==> src/rtl/bus485_arb_m.sv <==
// bus485_arb_m: half-duplex RS-485 line scheduler.
// Sync (high prio) and command (low prio) share one driver.
module bus485_arb_m #(
    parameter int unsigned T_SETUP_US = 2,
    parameter int unsigned T_HOLD_US  = 2,
    parameter int unsigned T_GAP_US   = 5,
    parameter int unsigned TMO_US     = 1000
) (
    input  logic clk_sys,
    input  logic rst_n,
    input  logic pluse_us,
    input  logic syn_req,
    input  logic syn_tx,
    input  logic syn_done,
    output logic syn_gnt,
    input  logic cmd_req,
    input  logic cmd_tx,
    input  logic cmd_done,
    output logic cmd_gnt,
    output logic tx_ctrl,
    output logic tx_line,
    output logic busy,
    output logic tmo
);

    typedef enum logic [2:0] {
        S_IDLE,
        S_SETUP,
        S_GRANT,
        S_HOLD,
        S_GAP
    } state_e;

    localparam logic [15:0] LIM_SETUP = 16'(T_SETUP_US);
    localparam logic [15:0] LIM_HOLD  = 16'(T_HOLD_US);
    localparam logic [15:0] LIM_GAP   = 16'(T_GAP_US);
    localparam logic [15:0] LIM_TMO   = 16'(TMO_US);

    state_e      state_q, state_d;
    logic        owner_q, owner_d;
    logic [15:0] cnt_q, cnt_d;
    logic        entry_q, entry_d;
    logic        own_req, own_done, own_tx;
    logic        gnt_d, tmo_d;
    logic        tx_ctrl_q, tx_ctrl_d;
    logic        tx_line_q, tx_line_d;
    logic        syn_gnt_q, syn_gnt_d;
    logic        cmd_gnt_q, cmd_gnt_d;
    logic        busy_q, busy_d;
    logic        tmo_q;

    assign own_req  = owner_q ? cmd_req  : syn_req;
    assign own_done = owner_q ? cmd_done : syn_done;
    assign own_tx   = owner_q ? cmd_tx   : syn_tx;

    // Next state, owner latch and timeout detection.
    always_comb begin
        state_d = state_q;
        owner_d = owner_q;
        tmo_d   = 1'b0;
        unique case (state_q)
            S_IDLE: begin
                if (syn_req) begin
                    state_d = S_SETUP;
                    owner_d = 1'b0;
                end else if (cmd_req) begin
                    state_d = S_SETUP;
                    owner_d = 1'b1;
                end
            end
            S_SETUP: begin
                if (!own_req) begin
                    state_d = S_HOLD;
                end else if (cnt_q == LIM_SETUP) begin
                    state_d = S_GRANT;
                end
            end
            S_GRANT: begin
                if (own_done) begin
                    state_d = S_HOLD;
                end else if (cnt_q == LIM_TMO) begin
                    state_d = S_HOLD;
                    tmo_d   = 1'b1;
                end
            end
            S_HOLD: begin
                if (cnt_q == LIM_HOLD) begin
                    state_d = S_GAP;
                end
            end
            S_GAP: begin
                if (cnt_q == LIM_GAP) begin
                    state_d = S_IDLE;
                end
            end
            default: begin
                state_d = S_IDLE;
            end
        endcase
    end

    // Guard timer: cleared on entry, skips the entry-cycle strobe.
    always_comb begin
        entry_d = (state_d != state_q);
        cnt_d   = cnt_q;
        if (entry_d) begin
            cnt_d = 16'd0;
        end else if (!entry_q && pluse_us && state_q != S_IDLE) begin
            cnt_d = cnt_q + 16'd1;
        end
    end

    // Outputs decoded from the next state so they register cleanly.
    always_comb begin
        gnt_d     = (state_d == S_GRANT);
        syn_gnt_d = gnt_d && !owner_d;
        cmd_gnt_d = gnt_d && owner_d;
        tx_ctrl_d = (state_d == S_SETUP) || gnt_d
                 || (state_d == S_HOLD);
        busy_d    = (state_d != S_IDLE);
        tx_line_d = gnt_d ? own_tx : 1'b1;
    end

    // State, timer and registered outputs.
    always_ff @(posedge clk_sys or negedge rst_n) begin
        if (!rst_n) begin
            state_q   <= S_IDLE;
            owner_q   <= 1'b0;
            cnt_q     <= 16'd0;
            entry_q   <= 1'b0;
            tx_ctrl_q <= 1'b0;
            tx_line_q <= 1'b1;
            syn_gnt_q <= 1'b0;
            cmd_gnt_q <= 1'b0;
            busy_q    <= 1'b0;
            tmo_q     <= 1'b0;
        end else begin
            state_q   <= state_d;
            owner_q   <= owner_d;
            cnt_q     <= cnt_d;
            entry_q   <= entry_d;
            tx_ctrl_q <= tx_ctrl_d;
            tx_line_q <= tx_line_d;
            syn_gnt_q <= syn_gnt_d;
            cmd_gnt_q <= cmd_gnt_d;
            busy_q    <= busy_d;
            tmo_q     <= tmo_d;
        end
    end

    assign tx_ctrl = tx_ctrl_q;
    assign tx_line = tx_line_q;
    assign syn_gnt = syn_gnt_q;
    assign cmd_gnt = cmd_gnt_q;
    assign busy    = busy_q;
    assign tmo     = tmo_q;

endmodule

==> config.mk <==
export PLATFORM = sky130hd
export DESIGN_NAME = bus485_arb_m
export DESIGN_NICKNAME = d
export VERILOG_FILES = /design/src/rtl/bus485_arb_m.sv
export SDC_FILE = /design/constraint.sdc
export NUM_CORES = 1
export LEC_CHECK = 0
export CORE_MARGIN = 4
export CORE_UTILIZATION = 55
export CTS_CLUSTER_DIAMETER = 100
export DETAILED_ROUTE_END_ITERATION = 8
export GPL_ROUTABILITY_DRIVEN = 0
export GPL_TIMING_DRIVEN = 0
export MAX_ROUTING_LAYER = met4
export PLACE_DENSITY = 0.74
export SETUP_SLACK_MARGIN = 0.02
export SLEW_MARGIN = 25
export SYNTH_ARGS = -nofsm -noshare
export SYNTH_HDL_FRONTEND = slang
export SYNTH_SLANG_ARGS = --single-unit
==> constraint.sdc <==
create_clock -name clk_sys -period 2.35 [get_ports clk_sys]
set_input_delay 0.235 -clock clk_sys [delete_from_list [all_inputs] [get_ports clk_sys]]
set_output_delay 0.235 -clock clk_sys [all_outputs]
set_load 0.02 [all_outputs]
==> run_results.csv <==
group,metric,value,unit
outcome,status,"complete, no violations",
worst_setup_path,setup.worst_path.start,"cnt_q[9]",
detailed_routing,drc,0,
timing,period_share,94.98,%
detailed_routing,antenna_left,0,
detailed_routing,wl_per_cell,15.79,um
detailed_routing,drt_first_iter_violations,83,
timing,finalHoldViolCount,0,
global_routing,grt_first_pass_wirelength,5.540,mm
timing,rsz0062_at_grt,"true",
global_routing,grtUsageTotal,20.04,%
worst_setup_path,r2r_end,"tx_line",
worst_setup_path,cp_slowest_cell,"or4_4",
timing,slew_headroom,53.22,%
timing,tightest_slew,0.6992,ns
timing,finalMaxSlewViolations,0,
worst_setup_path,critPathBufInv,1,
cts,cts_tree,"built",
power_and_ir_drop,p_per_area,850.9,nW/um2
global_routing,gr-total-overflow,0,
cts,clock_latency,0.33,ns
cells_and_area,syn_to_final_growth,19.59,%
synth,netlist_instances,157,
die,start_util,57.62,%
cells_and_area,ff_latch_area,678.2,um2
die,die_area,3842,um2
worst_setup_path,r2r_start,"cnt_q[9]",
die,core,2781,um2
synth,yosysWarnings,0,
die,ios,15,
global_routing,grt_antenna_before_repair,0,
worst_setup_path,reg2regPathDepth,6,
timing,fin_skew,0.009529,ns
detailed_routing,vias,1287,
synth,ys_types,46,
placed_design,dp.cells,202,
die,core.rowCount,19,
cells_and_area,diodes,0,
timing,worst_slack,0.1181,ns
cells_and_area,fillers,247,
worst_setup_path,cpLargestDelayFamily,"simple AND/OR/NAND/NOR gates",
synth,syn_avg_cell_area,10.21,um2
die,die_w,61.98,um
worst_setup_path,required,2.63,ns
die,die-height,61.98,um
run,cap_violations,0,
cts,cts-buffers-inserted,3,
worst_setup_path,path_class,"reg -> reg",
global_routing,grt_max_degree,28,
worst_setup_path,start_kind,"flop",
detailed_routing,drt_first_pass_iters,4,
cells_and_area,layout-drive-gt1-share,23.78,%
synth,netlist_area,1603,um2
cells_and_area,fin_cells,216,
cts,cts_sinks,27,
worst_setup_path,critPathArrivalTime,2.51,ns
detailed_routing,viasPerCell,5.958,
worst_setup_path,cp_cell_sequence,"or4_4 -> nor4_4 -> buf_4 -> a41o_1 -> nand3b_1 -> a211o_1",
placed_design,portBuffers,14,
worst_setup_path,r2r_slack,0.12,ns
synth,synth_seq_cells,27,
cells_and_area,mostFrequentLayoutCells,"25 x dfrtp_1, 13 x clkdlybuf4s50_1, 12 x nor2_1, 12 x nor3_2, 11 x nand2_1",
cts,clk_path_buf_depth,2,
timing,max_freq,448.0,MHz
timing,finalSetupViolations,0,
worst_setup_path,worst_path_largest_cell_delay,0.57,ns
synth,ys_seq_area_share,42.23,%
synth,ys_async_sr_fraction,100.0,%
min_path,min_path_type,"in -> async",
worst_setup_path,path_max_fanout,5,
global_routing,grt_pass1_vias,1234,
power_and_ir_drop,peakVddDrop,0.7006,mV
power_and_ir_drop,p_leak,0.8159,nW
timing,min_period,2.232,ns
cts,clk_pin_slew,0.15,ns
cells_and_area,multiInputGateArea,892.1,um2
worst_setup_path,end_kind,"flop",
placed_design,hpwlAfterDp,2.343,mm
cts,htree_num_levels,1,
synth,synth_enable_flop_cells,0,
cells_and_area,layout.nets,199,
synth,ys.flop_type,"dfrtp_1",
timing,holdWs,0.4338,ns
detailed_routing,finalWirelength,3.411,mm
cells_and_area,final_common_cell,"dfrtp_1",
cts,cts_root_buf,"clkbuf_4",
synth,synthesis.nets,170,
placed_design,pre_cts_ws,-0.08241,ns
==> worst max-delay path by stage <==
| stage | end | cells past startpoint |
|---|---|---|
| finish | tx_line | 6 |
| global route | tx_line | 6 |
| CTS | cnt_q[7] | 10 |
| detailed placement | cnt_q[13] | 6 |
| global placement | cnt_q[3] | 8 |
| floorplan | cnt_q[0] | 8 |
==> flip-flops by register name, summed over array words and instances (netlist names) <==
| register | flops |
|---|---|
| busy | 1 |
| cmd_gnt | 1 |
| cnt_q | 16 |
| entry_q | 1 |
| owner_q | 1 |
| state_q | 3 |
| syn_gnt | 1 |
| tmo | 1 |
| tx_ctrl | 1 |
| tx_line | 1 |
==> synthesized netlist by cell type, drive strengths merged (2+ instances only) <==
master  count  area, um2
nor4        4      40.04
a21oi       5      25.02
or2         3      18.77
nand2b      2      12.51
nor3       22      165.2
nand2      11      41.29
xor2       10      87.58
nor2b       2      12.51
dfrtp      26      650.6
inv         4      15.01
or4         2      18.77
xnor2       5      43.79
mux2i       2      20.02
ha          4      50.05
nor2       12      45.04
nand4       5      31.28
clkbuf      3      11.26
a211oi      3      35.03
buf         3      31.27
o21ai       2      13.76
nand3       9      50.05
and3        4      26.28
==> layout make-up <==
cell class / instances / area share [%]
Clock buffer: 3 / 1.175
Buffer: 6 / 2.219
Inverter: 4 / 0.7833
Sequential cell: 27 / 35.38
Timing Repair Buffer: 24 / 11.49
Tap cell: 31 / 2.023
Clock inverter: 1 / 0.3916
Multi-Input combinational cell: 120 / 46.54
==> power by group <==
part	switching [W]	total [W]	internal, W
registers	0.0000494	0.000593	0.000544
logic	0.000479	0.000832	0.000353
clock network	0.000140	0.000205	0.0000651
total	0.000668	0.00163	0.000963
==> stage by stage <==
stage          TNS, ns  area [um2]  util [%]  total power, W
3_5_place_dp   -0.7979        1777     63.88        0.001340
2_1_floorplan        0        1603         -        0.001143
4_1_cts              0        1873     67.34        0.001630
6_report             0        1917     68.92        0.001631
3_3_place_gp   -0.3760        1782     64.06        0.001320
5_1_grt              0        1917     68.92        0.001746
==> logic make-up (layout without fill, tap and decap cells) <==
logic type	count (synthesis)	in the layout	share of synthesized area, %
multiplexers	3	3	1.952
buffers and inverters	10	38	3.590
adder cells (fa/ha/maj)	4	4	3.123
AND/OR/NAND/NOR	82	82	32.24
AO/OA/AOI/OAI	16	16	8.665
XOR/XNOR	15	15	8.196
flip-flops	27	27	42.23
==> repair_timing <==
action,4_1_cts,5_1_grt
resized for setup,2,6
cloned,1,0
hold buffers,1,0
pin swaps,2,1
setup buffers,6,2
hold endpoints to repair,26,0
setup endpoints to repair,10,19
==> routing by layer <==
layer  vias to the layer above  wire length, um  track usage [%]
li1                        624                -                -
met5                         -                0                -
met2                        37             1810            33.88
met3                         6              153            2.479
met1                       620             1399            24.81
met4                         0               48            6.364
Note: power is estimated with default switching activity, not from simulation.
